$ cat src/rtl/capture_pkg.sv
// Shared timing defaults and FSM state encoding for the video capture path
// and the VGA output side.
package capture_pkg;

   localparam int H_PIXELS_DEF       = 512;
   localparam int V_LINES_DEF        = 384;
   localparam int V_OFFSET_DEF       = 16;
   localparam int H_OFFSET_DEF       = 40;
   localparam int CLKS_PER_PIXEL_DEF = 4;
   localparam int LINE_TIMEOUT_DEF   = 4096;
   localparam int ADDR_WIDTH_DEF     = 18;

   typedef logic [2:0] cap_state_t;

   localparam logic [2:0] ST_IDLE       = 3'd0;
   localparam logic [2:0] ST_WAIT_VSYNC = 3'd1;
   localparam logic [2:0] ST_WAIT_HSYNC = 3'd2;
   localparam logic [2:0] ST_H_PORCH    = 3'd3;
   localparam logic [2:0] ST_SAMPLE     = 3'd4;

endpackage

$ cat src/rtl/sync_edge_detect.sv
// Rising-edge detector; the history register resets high so a level held
// high across reset is not mistaken for an edge.
module sync_edge_detect (
   input  logic clk_i,
   input  logic srst_i,
   input  logic sig_i,
   output logic rise_o
);

   logic prev_q;

   always_ff @(posedge clk_i) begin
      if (srst_i) prev_q <= 1'b1;
      else        prev_q <= sig_i;
   end

   assign rise_o = sig_i & ~prev_q;

endmodule

$ cat src/rtl/capture_controller.sv
// Locks onto HP mono video frame/line timing, skips porches and writes one
// frame-buffer word per pixel sampled at mid-pixel.
module capture_controller
   import capture_pkg::*;
#(
   parameter int H_PIXELS       = H_PIXELS_DEF,
   parameter int V_LINES        = V_LINES_DEF,
   parameter int V_OFFSET       = V_OFFSET_DEF,
   parameter int H_OFFSET       = H_OFFSET_DEF,
   parameter int CLKS_PER_PIXEL = CLKS_PER_PIXEL_DEF,
   parameter int LINE_TIMEOUT   = LINE_TIMEOUT_DEF,
   parameter int ADDR_WIDTH     = ADDR_WIDTH_DEF
) (
   input  logic                  CLK,
   input  logic                  RESET,
   input  logic                  ENABLE,
   input  logic                  HSYNC_IN,
   input  logic                  VSYNC_IN,
   input  logic                  VIDEO_IN,
   output logic                  WR_EN,
   output logic [ADDR_WIDTH-1:0] WR_ADDR,
   output logic                  WR_DATA,
   output logic                  FRAME_DONE,
   output logic                  LOCKED,
   output logic                  SYNC_ERR
);

   localparam int PX_W   = $clog2(H_PIXELS + 2);
   localparam int ROW_W  = $clog2(V_LINES + 2);
   localparam int LINE_W = $clog2(V_OFFSET + 2);
   localparam int CLK_W  = $clog2(H_OFFSET + 2);
   localparam int PH_W   = $clog2(CLKS_PER_PIXEL + 2);
   localparam int TO_W   = $clog2(LINE_TIMEOUT + 2);
   localparam logic [ADDR_WIDTH-1:0] ADDR_MAX = ADDR_WIDTH'(H_PIXELS * V_LINES - 1);

   logic hs_rise, vs_rise;

   sync_edge_detect u_hs_edge (.clk_i(CLK), .srst_i(RESET), .sig_i(HSYNC_IN), .rise_o(hs_rise));
   sync_edge_detect u_vs_edge (.clk_i(CLK), .srst_i(RESET), .sig_i(VSYNC_IN), .rise_o(vs_rise));

   cap_state_t              state_q, state_d;
   logic [LINE_W-1:0]       line_cnt_q, line_cnt_d;
   logic [ROW_W-1:0]        row_q, row_d;
   logic [PX_W-1:0]         px_q, px_d;
   logic [CLK_W-1:0]        clk_cnt_q, clk_cnt_d;
   logic [PH_W-1:0]         phase_q, phase_d;
   logic [TO_W-1:0]         to_q, to_d;
   logic [ADDR_WIDTH-1:0]   addr_q, addr_d;
   logic                    wr_en_q, wr_en_d;
   logic                    wr_data_q, wr_data_d;
   logic                    frame_done_q, frame_done_d;
   logic                    locked_q, locked_d;
   logic                    sync_err_q, sync_err_d;
   logic                    err, clear_cnt;

   always_comb begin
      state_d      = state_q;
      line_cnt_d   = line_cnt_q;
      row_d        = row_q;
      px_d         = px_q;
      clk_cnt_d    = clk_cnt_q;
      phase_d      = phase_q;
      to_d         = to_q;
      addr_d       = addr_q;
      wr_en_d      = 1'b0;
      wr_data_d    = wr_data_q;
      frame_done_d = 1'b0;
      locked_d     = locked_q;
      sync_err_d   = 1'b0;
      err          = 1'b0;
      clear_cnt    = 1'b0;

      if (!ENABLE) begin
         state_d   = ST_IDLE;
         locked_d  = 1'b0;
         clear_cnt = 1'b1;
      end else begin
         case (state_q)
            ST_IDLE: state_d = ST_WAIT_VSYNC;
            ST_WAIT_VSYNC: begin
               if (vs_rise) begin
                  state_d   = ST_WAIT_HSYNC;
                  clear_cnt = 1'b1;
               end
            end
            ST_WAIT_HSYNC: begin
               if (vs_rise) begin
                  err = 1'b1;
               end else if (hs_rise) begin
                  if (line_cnt_q < LINE_W'(V_OFFSET)) begin
                     line_cnt_d = line_cnt_q + LINE_W'(1);
                  end else begin
                     state_d   = ST_H_PORCH;
                     clk_cnt_d = '0;
                  end
               end else if (row_q != '0) begin
                  // The line timeout only guards gaps between active lines.
                  if (to_q == TO_W'(LINE_TIMEOUT - 1)) err = 1'b1;
                  else                                  to_d = to_q + TO_W'(1);
               end
            end
            ST_H_PORCH: begin
               if (vs_rise || hs_rise) begin
                  err = 1'b1;
               end else if (clk_cnt_q == CLK_W'(H_OFFSET - 1)) begin
                  state_d = ST_SAMPLE;
                  phase_d = '0;
                  px_d    = '0;
               end else begin
                  clk_cnt_d = clk_cnt_q + CLK_W'(1);
               end
            end
            ST_SAMPLE: begin
               if (vs_rise || hs_rise) begin
                  err = 1'b1;
               end else begin
                  phase_d = (phase_q == PH_W'(CLKS_PER_PIXEL - 1)) ? '0 : phase_q + PH_W'(1);
                  if (phase_q == PH_W'(CLKS_PER_PIXEL / 2)) begin
                     wr_en_d   = 1'b1;
                     wr_data_d = VIDEO_IN;
                  end
                  // Bookkeeping follows the write strobe currently on the bus.
                  if (wr_en_q) begin
                     addr_d = (addr_q == ADDR_MAX) ? '0 : addr_q + ADDR_WIDTH'(1);
                     if (px_q == PX_W'(H_PIXELS - 1)) begin
                        if (row_q == ROW_W'(V_LINES - 1)) begin
                           frame_done_d = 1'b1;
                           locked_d     = 1'b1;
                           state_d      = ST_WAIT_VSYNC;
                        end else begin
                           row_d   = row_q + ROW_W'(1);
                           to_d    = '0;
                           state_d = ST_WAIT_HSYNC;
                        end
                     end else begin
                        px_d = px_q + PX_W'(1);
                     end
                  end
               end
            end
            default: state_d = ST_IDLE;
         endcase
      end

      if (err) begin
         sync_err_d = 1'b1;
         locked_d   = 1'b0;
         state_d    = ST_WAIT_VSYNC;
         clear_cnt  = 1'b1;
      end

      if (clear_cnt) begin
         line_cnt_d = '0;
         row_d      = '0;
         px_d       = '0;
         clk_cnt_d  = '0;
         phase_d    = '0;
         to_d       = '0;
         addr_d     = '0;
      end
   end

   always_ff @(posedge CLK) begin
      if (RESET) begin
         state_q      <= ST_IDLE;
         line_cnt_q   <= '0;
         row_q        <= '0;
         px_q         <= '0;
         clk_cnt_q    <= '0;
         phase_q      <= '0;
         to_q         <= '0;
         addr_q       <= '0;
         wr_en_q      <= 1'b0;
         wr_data_q    <= 1'b0;
         frame_done_q <= 1'b0;
         locked_q     <= 1'b0;
         sync_err_q   <= 1'b0;
      end else begin
         state_q      <= state_d;
         line_cnt_q   <= line_cnt_d;
         row_q        <= row_d;
         px_q         <= px_d;
         clk_cnt_q    <= clk_cnt_d;
         phase_q      <= phase_d;
         to_q         <= to_d;
         addr_q       <= addr_d;
         wr_en_q      <= wr_en_d;
         wr_data_q    <= wr_data_d;
         frame_done_q <= frame_done_d;
         locked_q     <= locked_d;
         sync_err_q   <= sync_err_d;
      end
   end

   assign WR_EN      = wr_en_q;
   assign WR_ADDR    = addr_q;
   assign WR_DATA    = wr_data_q;
   assign FRAME_DONE = frame_done_q;
   assign LOCKED     = locked_q;
   assign SYNC_ERR   = sync_err_q;

endmodule

$ cat config.mk
export PLATFORM = sky130hd
export DESIGN_NAME = capture_controller
export DESIGN_NICKNAME = d
export VERILOG_FILES = /design/src/rtl/capture_pkg.sv /design/src/rtl/sync_edge_detect.sv /design/src/rtl/capture_controller.sv
export SDC_FILE = /design/constraint.sdc
export NUM_CORES = 1
export LEC_CHECK = 0
export BUFFER_PORTS_ARGS = -buffer_cell sky130_fd_sc_hd__buf_4
export CORE_MARGIN = 2
export CORE_UTILIZATION = 45
export DETAILED_ROUTE_END_ITERATION = 12
export PLACE_DENSITY = 0.73
export SETUP_SLACK_MARGIN = 0.15
export SYNTH_ARGS = -nofsm -noshare
export SYNTH_HDL_FRONTEND = slang
export SYNTH_SLANG_ARGS = --single-unit
$ cat constraint.sdc
create_clock -name CLK -period 3.05 [get_ports CLK]
set_input_delay 0.61 -clock CLK [delete_from_list [all_inputs] [get_ports CLK]]
set_output_delay 0.61 -clock CLK [all_outputs]
set_load 0.005 [all_outputs]
# After elaboration in Yosys (flattened, before gate mapping)
# Cells that the tools add are included.
dict set report word_totals {
  regBits 74
  latch_bits 0
  ramBits 0
  mem_bits_ro 0
  input_bits 6
  out_inout_bits 23
  memories 0
}
dict set report op_classes {
  addsub 7
  multipliers 0
  div 0
  magnitude_cmp 1
  n_eq_ne 35
  n_shift 0
  muxes 54
  n_bitwise 11
  reduce_logical 22
}
# cell count
set ops {}
lappend ops {{13-bit two-way mux} 8}
lappend ops {{10-bit two-way mux} 5}
lappend ops {{3-bit two-way mux} 13}
lappend ops {{4-bit inequality test (second input constant)} 9}
lappend ops {{6-bit two-way mux} 5}
lappend ops {{2-bit inequality test (second input constant)} 15}
lappend ops {{13-bit one-hot mux with 2 select lines} 1}
lappend ops {{10-bit one-hot mux with 2 select lines} 1}
lappend ops {{18-bit by 1-bit adder with 18-bit output (second input constant)} 1}
lappend ops {{18-bit equality test (second input constant)} 1}
lappend ops {{18-bit two-way mux} 1}
lappend ops {{9-bit AND reduction} 2}
lappend ops {{1-bit two-way mux} 15}
lappend ops {{3-bit one-hot mux with 5 select lines} 1}
lappend ops {{5-bit AND reduction} 3}
lappend ops {{7-bit AND reduction} 2}
lappend ops {{13-bit by 1-bit adder with 13-bit output (second input constant)} 1}
lappend ops {{13-bit by 12-bit equality test with 1-bit output (second input constant)} 1}
lappend ops {{3-bit by 2-bit equality test with 1-bit output (second input constant)} 4}
lappend ops {{6-bit one-hot mux with 2 select lines} 1}
lappend ops {{10-bit by 1-bit adder with 10-bit output (second input constant)} 1}
lappend ops {{10-bit by 9-bit equality test with 1-bit output (second input constant)} 1}
lappend ops {{10-bit AND reduction} 1}
lappend ops {{9-bit by 1-bit adder with 9-bit output (second input constant)} 1}
lappend ops {{23 further kinds} 36}

# Depth between registers and ports, before layout
# Gate-level depths: netlist of run 1.
dict set report depth {
  depth_word 9
  ltp_mapped 9
  depth_no_buf 7
}

# By module
# Synthesis of run 1 repeated with hierarchy kept, for this count alone.
dict set report hier_totals {
  cells_unflattened 452
  area_unflattened_um2 3736.1
}
# mod instances cells_each area_each_um2
set by_module_without_submodules {}
lappend by_module_without_submodules {capture_controller 1 446 3671.0}
lappend by_module_without_submodules {sync_edge_detect 2 3 32.5}

# Worst setup path before layout of run 1
# Ideal clock, no wire load.
dict set report synth_timing {
  kind {input -> register}
  start {input port HSYNC_IN}
  end {register to_q[5]}
  t_arrival_ns 1.967
  setup_slack_ns 1.013
  stages 7
  n_path_buf 1
  path_cell_list {nand2b_1 -> buf_2 -> nand3_1 -> a21oi_4 -> nand3_4 -> or4_1 -> a21oi_1}
}
dict set report synth_via {
  elab_chain_cells 7
  word_cells_on_any_way 12
}
# item line_no
set synth_rtl {}
lappend synth_rtl {{from (decl)} capture_controller.sv:17} ;# input logic HSYNC_IN,
lappend synth_rtl {{1-bit bitwise AND *} sync_edge_detect.sv:17} ;# assign rise_o = sig_i & ~prev_q;
lappend synth_rtl {{1-bit two-way mux or 1-bit logical OR (tied branches)} {capture_controller.sv:89, capture_controller.sv:103, capture_controller.sv:114}}
lappend synth_rtl {{1-bit two-way mux (on tied branches)} {capture_controller.sv:87, capture_controller.sv:103, capture_controller.sv:114}}
lappend synth_rtl {{1-bit one-hot mux with 2 select lines} capture_controller.sv:78} ;# case (state_q)
lappend synth_rtl {{1-bit two-way mux} capture_controller.sv:73} ;# if (!ENABLE) begin
lappend synth_rtl {{1-bit two-way mux} capture_controller.sv:145} ;# if (err) begin
lappend synth_rtl {{2-bit OR reduction (no source line)} --}
lappend synth_rtl {{to (signal assigned)} capture_controller.sv:185} ;# to_q <= to_d;
lappend synth_rtl {{to (decl)} capture_controller.sv:47} ;# logic [TO_W-1:0] to_q, to_d;
# Mark *: on every way between the ends. The rest lies on a longest branch, timed or not.
# A chain may end at the register's enable or synchronous reset.

# Worst setup path after layout of run 1
dict set report layout_timing {
  start {register to_q[0]}
  end {register to_q[6]}
}
dict set report layout_via {
  elab_chain_cells 9
  word_cells_on_any_way 17
}
# item
set layout_rtl {}
lappend layout_rtl {{branches (longest 9 deep; another with 13-bit by 1-bit adder with 13-bit output)}}
# Parallel ways; which one is timed is not known. The select of a mux whose other input is x is not followed.

==> results of run 1 <==
-- power by group through the flow --
stage	Combinational, mW	Sequential [mW]	Clock (mW)
floorplan	0.0455	0.992	0
global placement	0.0583	0.996	0
detailed placement	0.0591	0.995	0
CTS	0.0594	0.973	0.800
global route	0.0651	0.973	0.836
finish	0.0595	0.973	0.776
-- kinds of logic after synthesis --
group	count (synthesis)	share of synthesized area, %
AO/OA/AOI/OAI	78	13.5
XOR/XNOR	26	6.18
adder cells (fa/ha/maj)	9	3.05
buffers and inverters	26	3.63
flip-flops	74	40.2
multiplexers	6	1.66
AND/OR/NAND/NOR	220	31.8
-- layout make-up --
cell class                 count  area, um^2
clock buffer                  14         163
tap                          105         131
multi-input combinational    339        2070
inverter                       8        30.0
timing repair buffer          37         278
fill                         783        3900
sequential                    74        1480
clock inverter                 2        35.0
-- worst max-delay path: stages (launching register included) --
cell and delay, ns:
dfxtp_1 0.40, ha_1 0.19, nand3_1 0.12, nor4_1 0.47, or3b_1 0.42, and2_1 0.21, nand3_1 0.36, a21oi_1 0.08
-- state kept, by name, indices dropped and copies added (netlist names), 3 cells and up --
register,cells
state_q,3
phase_q,3
WR_ADDR,18
line_cnt_q,5
row_q,9
px_q,10
to_q,13
clk_cnt_q,6
-- Yosys cell counts (3+ instances only) --
cell type | n | area share, %
o21ai_0 | 19 | 2.6
and3_1 | 10 | 1.7
nor2b_1 | 3 | 0.51
nor3_1 | 13 | 1.8
dfxtp_1 | 74 | 40
buf_4 | 3 | 0.61
clkbuf_1 | 4 | 0.41
xor2_1 | 20 | 4.8
nor2_1 | 63 | 6.4
or3_1 | 7 | 1.2
nand4b_1 | 3 | 0.71
or2_2 | 5 | 0.85
nand4_1 | 15 | 2.5
a21oi_1 | 29 | 3.9
buf_2 | 8 | 1.1
and2_1 | 4 | 0.68
a311oi_1 | 6 | 1.4
mux2i_1 | 5 | 1.4
inv_1 | 8 | 0.81
nand3_1 | 22 | 3.0
nand2b_1 | 4 | 0.68
ha_1 | 9 | 3.1
and4_1 | 4 | 0.95
a31oi_1 | 3 | 0.51
nand2_1 | 40 | 4.1
xnor2_1 | 6 | 1.4
nor4_1 | 6 | 1.0
-- per-layer routing --
metal  share of wire [%]  GRT usage, %  routed length (um)  up-vias
met5                   0             0                   0        -
met4                 2.2          9.18                 170        0
met3                 4.6          4.95                 360       15
met2                  46          28.9                3580       60
met1                  47          24.1                3710     1509
li1                    -             -                   -     1626
-- worst min path at each step --
stage                          startpoint                     endpoint  slack [ns]  cells after the start
floorplan           to_q[12]$_SDFFE_PP0P_        to_q[12]$_SDFFE_PP0P_        0.41                      2
global placement    to_q[12]$_SDFFE_PP0P_        to_q[12]$_SDFFE_PP0P_        0.42                      2
detailed placement  to_q[12]$_SDFFE_PP0P_        to_q[12]$_SDFFE_PP0P_        0.42                      2
CTS                 to_q[12]$_SDFFE_PP0P_        to_q[12]$_SDFFE_PP0P_        0.43                      2
global route                     VSYNC_IN  u_vs_edge.prev_q$_SDFF_PP1_        0.44                      2
finish              to_q[12]$_SDFFE_PP0P_        to_q[12]$_SDFFE_PP0P_        0.43                      2
-- stage by stage --
stage | area [um^2] | setup WS, ns
after global routing | 4190 | 0.379
after floorplan | 3690 | 1.01
after CTS | 4190 | 0.623
after detailed placement | 3990 | 0.553
final | 4190 | 0.649
after global placement | 3990 | 0.617
==> flow_summary_export.csv, run 1 <==
group,metric,value,unit
setup_path,setup.worst_path.class,"reg -> reg",
global_route,grt_overflow_total,0,
drt,vias_per_cell,5.54,
finish,final_common_cell,"dfxtp_1",
die,die_width,94.5,um
timing,setup_violations,0,
power_and_ir_drop,switching_share,21.9,%
placed_design,io_buffers,28,
timing,clock.fmax,416,MHz
global_route,antenna_found_initial,0,
global_route,grt_pass1_vias,2888,
clock_network,post_cts_buffers,0,
timing,grt_setup_unrepaired,"no",
yosys,synthArstFlopShare,0,%
power_and_ir_drop,ir_drop,300,uV
timing,slew_violations,0,
drt,wirelength,7.82,mm
timing,fin_crit,2.40,ns
power_and_ir_drop,p_switching,0.396,mW
setup_path,startpoint_type,"register",
finish,final_cells,579,
finish,fin_util,51.8,%
drt,dr.pass1.iters,4,
die,dieArea,8930,um^2
outcome,status,"completed",
global_route,grt_pass1_wl,13.1,mm
yosys,synth-seq-cells,74,
clock_network,h-tree-depth,3,
setup_path,r2r_cells,7,
finish,area_growth,13.6,%
timing,max_slew.worst_pin.slew,0.626,ns
timing,fin_setup_tns,0,ns
yosys,avgSynthCellArea,8.40,um^2
setup_path,setup.worst_path.end,"to_q[6]$_SDFFE_PP0P_",
clock_network,hold_buffers,0,
drt,vias,3210,
clock_network,cts_buffers,9,
yosys,synth_edf_count,0,
finish,final_cell_mix,"dfxtp_1 (74), nor2_1 (63), nand2_1 (40)",
die,die_h,94.5,um
job,maxCapViolations,0,
yosys,synth.net_count,454,
clock_network,clock-sinks,74,
drt,ant_nets,0,
timing,hold_viol,0,
global_route,grt_max_degree,20,
placed_design,hpwl,5.59,mm
yosys,synth_area,3690,um^2
power_and_ir_drop,seqPwrFrac,53.8,%
drt,drc,0,
drt,wl_per_cell,13.5,um
power_and_ir_drop,pwr_density_cell,432,nW/um^2
timing,timing.final.crit_share,78.7,%
drt,drt_iter0_markers,180,
power_and_ir_drop,leakage,1.44,nW
setup_path,worst-path-max-fanout,11,
clock_network,cts_resized,0,
power_and_ir_drop,pwr-share-comb,3.3,%
finish,diodes,0,
placed_design,dpl.cell_count,563,
timing,slew-limit-headroom,57.9,%
die,io_pins,29,
finish,drive_gt1_share,14.6,%
yosys,synth-main-ff-cell,"dfxtp_1",
setup_path,endpoint_kind,"register",
die,initial_utilization,45.6,%
die,core,8090,um^2
setup_path,critPathRequiredTime,3.27,ns
clock_network,clk_path_buf_depth,2,
clock_network,cts-root-buf,"clkbuf_8",
setup_path,worst_ep_arrival_time,2.62,ns
power_and_ir_drop,clock_power_share,42.9,%
timing,whs,0.429,ns
finish,final_nets,484,
power_and_ir_drop,p_int,1.41,mW
clock_network,clk_latency,0.36,ns
clock_network,path_clk_slew,0.08,ns
yosys,yosys_warnings,0,
setup_path,rr_endpoint,"to_q[6]$_SDFFE_PP0P_",
yosys,ys_seq_area_share,40.2,%
power_and_ir_drop,total_power,1.81,mW
setup_path,timing.rr.start,"to_q[0]$_SDFFE_PP0P_",
worst_hold_path,hold_path.class,"reg -> reg",
global_route,grt.total_usage,18.7,%
placed_design,gp_congestion,0.901,
clock_network,cts_tree,"built",
setup_path,r2r_slack,0.65,ns
yosys,synth_cells,439,
timing,fin_skew,0.00956,ns
yosys,yosys.cell_types.count,60,
die,core.rowCount,33,
setup_path,startpoint,"to_q[0]$_SDFFE_PP0P_",
No activity file was read; power rests on OpenSTA's default activity.
==> inputs of run 2 (changes only) <==
==> constraint.sdc (replaced) <==
create_clock -name CLK -period 2.48 [get_ports CLK]
set_input_delay 0.496 -clock CLK [delete_from_list [all_inputs] [get_ports CLK]]
set_output_delay 0.496 -clock CLK [all_outputs]
set_load 0.005 [all_outputs]
==> flow_summary_export.csv, run 2 (synthesis results as in run 1) <==
group,metric,value,unit
setup_path,setup.worst_path.class,"reg -> reg",
finish,final_common_cell,"dfxtp_1",
drt,drt_iter0_markers,171,
drt,wirelength,7.92,mm
finish,num-fill-cells,794,
finish,final_nets,489,
power_and_ir_drop,seqPwrFrac,55.6,%
setup_path,critPathRequiredTime,2.75,ns
power_and_ir_drop,p_int,1.68,mW
finish,drive_gt1_share,16.1,%
worst_hold_path,hold_path.class,"in -> reg",
setup_path,worstPathCellList,"or3b_1, a21oi_4, nand3_4, or4b_1, a21oi_1",
timing,setup_violations,0,
placed_design,hpwl,5.75,mm
global_route,grt_pass1_vias,2848,
setup_path,worst_ep_arrival_time,2.45,ns
clock_network,path_clk_slew,0.07,ns
timing,hold_viol,0,
setup_path,worst-path-max-fanout,19,
timing,grt_setup_unrepaired,"no",
drt,ant_nets,0,
global_route,grt_overflow_total,0,
timing,slew_violations,0,
finish,diodes,0,
setup_path,critPathBufInv,0,
timing,fin_crit,2.17,ns
clock_network,cts-root-buf,"clkbuf_8",
power_and_ir_drop,ir_drop,279,uV
setup_path,cpMaxStageDelayCell,"or3b_1",
timing,clock.fmax,460,MHz
power_and_ir_drop,pwr_density_cell,509,nW/um^2
power_and_ir_drop,p_switching,0.468,mW
timing,max_slew.worst_pin.slew,0.482,ns
setup_path,startpoint,"state_q[0]$_SDFFE_PP0P_",
clock_network,clk_latency,0.34,ns
die,die_h,94.5,um
timing,fin_skew,0.00741,ns
global_route,grt_max_degree,20,
global_route,antenna_found_initial,0,
timing,fin_setup_tns,0,ns
timing,slew-limit-headroom,67.9,%
setup_path,timing.rr.start,"state_q[0]$_SDFFE_PP0P_",
placed_design,gp_congestion,0.838,
power_and_ir_drop,switching_share,21.8,%
global_route,grt.total_usage,18.2,%
outcome,status,"completed",
finish,area_growth,14.6,%
clock_network,h-tree-depth,3,
drt,dr.pass1.iters,5,
setup_path,path_delay_family,"simple AND/OR/NAND/NOR gates",
drt,vias_per_cell,5.49,
clock_network,cts_tree,"built",
power_and_ir_drop,leakage,1.46,nW
finish,largest_reg_flops,18,
setup_path,endpoint_kind,"register",
power_and_ir_drop,clock_power_share,40.8,%
setup_path,startpoint_type,"register",
clock_network,cts_buffers,9,
die,die_width,94.5,um
setup_path,crit_path_max_incr_delay,0.52,ns
drt,wl_per_cell,13.6,um
global_route,grt_pass1_wl,13.0,mm
die,io_pins,29,
drt,drc,0,
timing,timing.final.crit_share,87.7,%
finish,fin_util,52.2,%
finish,final_cell_mix,"dfxtp_1 (73), nor2_1 (63), buf_4 (42)",
clock_network,clk_path_buf_depth,2,
drt,vias,3208,
worst_hold_path,min_from,"VSYNC_IN",
power_and_ir_drop,pwr-share-comb,3.7,%
placed_design,io_buffers,28,
finish,final_cells,584,
die,core,8090,um^2
timing,whs,0.355,ns
job,maxCapViolations,0,
die,dieArea,8930,um^2
clock_network,clock-sinks,74,
placed_design,dpl.cell_count,568,
clock_network,post_cts_buffers,0,
die,core.rowCount,33,
die,initial_utilization,45.6,%
run 2: stage by stage:
step                      area, um^2  setup slack (ns)  total power, mW
after detailed placement        4030             0.120             1.30
after global routing            4230             0.163             2.23
after global placement          4030             0.212             1.30
after CTS                       4220             0.274             2.18
after floorplan                 3690             0.453             1.28
final                           4230             0.306             2.15
run 2: cell type report:
type,instances,area (um^2),share of cell area [%]
clock inverters,3,40.0,0.948
well taps,105,131,3.11
inverters,8,30.0,0.711
flip-flops and latches,74,1480,35.1
multi-input cells,339,2090,49.4
repair buffers,42,315,7.46
clock buffers,13,139,3.29
run 2: routing by layer:
layer	up-vias	GRT usage, %	wire length [um]
li1	1646	-	-
met1	1487	23.8	3750
met2	62	29.3	3710
met3	13	2.87	299
met4	0	8.70	161
met5	-	0	0
run 2: final timing paths:
| kind | depth (start not counted) | slack, ns | end |
|---|---|---|---|
| min | 2 | 0.36 | u_vs_edge.prev_q$_SDFF_PP1_ |
| min reg2reg | 2 | 0.43 | to_q[12]$_SDFFE_PP0P_ |
| max | 5 | 0.31 | to_q[10]$_SDFFE_PP0P_ |
| max reg2reg | 5 | 0.31 | to_q[10]$_SDFFE_PP0P_ |
run 2: power groups by stage:
stage | clock network [mW] | registers [mW] | logic [mW]
CTS | 0.906 | 1.20 | 0.0784
finish | 0.877 | 1.20 | 0.0787
detailed placement | 0 | 1.22 | 0.0772
floorplan | 0 | 1.22 | 0.0559
global placement | 0 | 1.22 | 0.0759
global route | 0.948 | 1.20 | 0.0856
run 2: repair_timing:
action | 4_1_cts | 5_1_grt
gates resized for setup | 2 | 2
hold buffers | 0 | 0
setup endpoints to repair | 23 | 24
==> inputs of run 3 (changes only) <==
==> constraint.sdc (replaced) <==
create_clock -name CLK -period 2.17 [get_ports CLK]
set_input_delay 0.434 -clock CLK [delete_from_list [all_inputs] [get_ports CLK]]
set_output_delay 0.434 -clock CLK [all_outputs]
set_load 0.005 [all_outputs]
==> flow_summary_export.csv, run 3 (synthesis results as in run 1) <==
group,metric,value,unit
outcome,status,"completed",
timing,clock.fmax,501,MHz
timing,setup_violations,0,
power_and_ir_drop,clock_power_share,40.9,%
timing,grt_setup_unrepaired,"yes",
finish,area_growth,23.7,%
clock_network,clock-sinks,74,
setup_path,worst_ep_arrival_time,2.24,ns
timing,timing.final.crit_share,92.0,%
global_route,grt_max_degree,22,
die,initial_utilization,45.6,%
finish,final_cell_mix,"dfxtp_1 (63), nor2_1 (62), buf_4 (52)",
finish,final_common_cell,"dfxtp_1",
die,core,8090,um^2
setup_path,crit_path_max_incr_delay,0.45,ns
clock_network,cts_buffers,9,
timing,fin_skew,0.0170,ns
clock_network,h-tree-depth,3,
global_route,grt.total_usage,19.2,%
power_and_ir_drop,switching_share,26.5,%
die,io_pins,29,
finish,num-fill-cells,756,
setup_path,endpoint_kind,"register",
timing,slew-limit-headroom,71.2,%
power_and_ir_drop,ir_drop,334,uV
drt,wirelength,8.92,mm
finish,final_nets,507,
drt,drc,0,
power_and_ir_drop,leakage,1.62,nW
worst_hold_path,hold_path.class,"in -> reg",
setup_path,path_delay_family,"simple AND/OR/NAND/NOR gates",
power_and_ir_drop,p_int,1.86,mW
timing,max_slew.worst_pin.slew,0.429,ns
timing,hold_viol,0,
clock_network,cts_tree,"built",
placed_design,io_buffers,28,
drt,drt_iter0_markers,215,
setup_path,critical_path.most_common_cell,"nand3_4",
finish,diodes,0,
global_route,grt_pass1_wl,13.6,mm
clock_network,path_clk_slew,0.09,ns
die,die_h,94.5,um
die,core.rowCount,33,
power_and_ir_drop,total_power,2.52,mW
power_and_ir_drop,seqPwrFrac,54.2,%
power_and_ir_drop,p_switching,0.669,mW
die,die_width,94.5,um
drt,vias,3450,
power_and_ir_drop,pwr_density_cell,554,nW/um^2
global_route,grt_overflow_total,0,
setup_path,critPathRequiredTime,2.42,ns
setup_path,worst-path-max-fanout,5,
setup_path,critPathBufInv,1,
timing,fin_crit,2.00,ns
timing,slew_violations,0,
die,dieArea,8930,um^2
clock_network,clk_path_buf_depth,2,
placed_design,gp_congestion,0.902,
finish,drive_gt1_share,24.3,%
setup_path,worstPathCellList,"ha_4, nand3_4, nor4_4, or3b_4, and2_4, nand3_4, clkbuf_16, a21oi_1",
setup_path,cpMaxStageDelayCell,"or3b_4",
setup_path,startpoint_type,"register",
finish,stdcell_area,4560,um^2
global_route,antenna_found_initial,0,
drt,wl_per_cell,14.8,um
setup_path,setup.worst_path.class,"reg -> reg",
placed_design,dpl_cell_area,4120,um^2
drt,dr.pass1.iters,4,
drt,vias_per_cell,5.73,
clock_network,clk_latency,0.37,ns
clock_network,cts-root-buf,"clkbuf_8",
drt,ant_nets,0,
timing,fin_setup_tns,0,ns
job,maxCapViolations,0,
placed_design,hpwl,6.02,mm
global_route,grt_pass1_vias,3045,
clock_network,hold_buffers,0,
power_and_ir_drop,pwr-share-comb,4.9,%
finish,largest_reg_flops,18,
-- run 3: what timing repair did --
action                                 4_1_cts  5_1_grt
setup buffers                                0        7
pin swaps                                    2        7
setup endpoints to repair                   45       47
gates resized for setup                      5       36
endpoints found under the hold margin        0        0
gates cloned                                 0        4
-- run 3: layer usage --
metal	GRT usage, %	share of wire, %	wire length [um]
met1	22.5	44	3930
met2	33.4	50	4510
met3	4.63	4.1	369
met4	8.57	1.3	119
met5	0	0	0
-- run 3: area by class of cell --
class                           count  area (um^2)  area share [%]
Clock buffer                        9          124            2.72
Timing Repair Buffer               59          514            11.3
Inverter                            8         30.0           0.658
Sequential cell                    74         1500            32.8
Tap cell                          105          131            2.88
Multi-Input combinational cell    340         2200            48.3
Clock inverter                      7         61.3            1.34
-- run 3: power groups by stage --
stage / Sequential (mW) / Clock [mW] / Combinational (mW)
floorplan: 1.39 / 0 / 0.0639
global placement: 1.40 / 0 / 0.0969
detailed placement: 1.40 / 0 / 0.0984
CTS: 1.37 / 1.05 / 0.0993
global route: 1.37 / 1.11 / 0.133
finish: 1.37 / 1.03 / 0.125
-- run 3: stage by stage --
step | hold slack (ns) | setup WS [ns] | utilization [%] | std cells
floorplan | 0.409 | 0.186 | - | 439
global placement | 0.421 | 0.166 | 50.9 | 575
detailed placement | 0.427 | 0.0632 | 50.9 | 575
CTS | 0.260 | 0.168 | 53.3 | 591
global route | 0.272 | 0.127 | 56.4 | 602
finish | 0.265 | 0.174 | 56.4 | 602
-- run 3: final timing paths --
check | start | end | slack [ns] | cells past startpoint
worst max-delay path | to_q[1]$_SDFFE_PP0P_ | to_q[3]$_SDFFE_PP0P_ | 0.17 | 8
worst min-delay path | HSYNC_IN | u_hs_edge.prev_q$_SDFF_PP1_ | 0.27 | 2
worst max register to register | to_q[1]$_SDFFE_PP0P_ | to_q[3]$_SDFFE_PP0P_ | 0.17 | 8
worst min register to register | to_q[12]$_SDFFE_PP0P_ | to_q[12]$_SDFFE_PP0P_ | 0.44 | 2
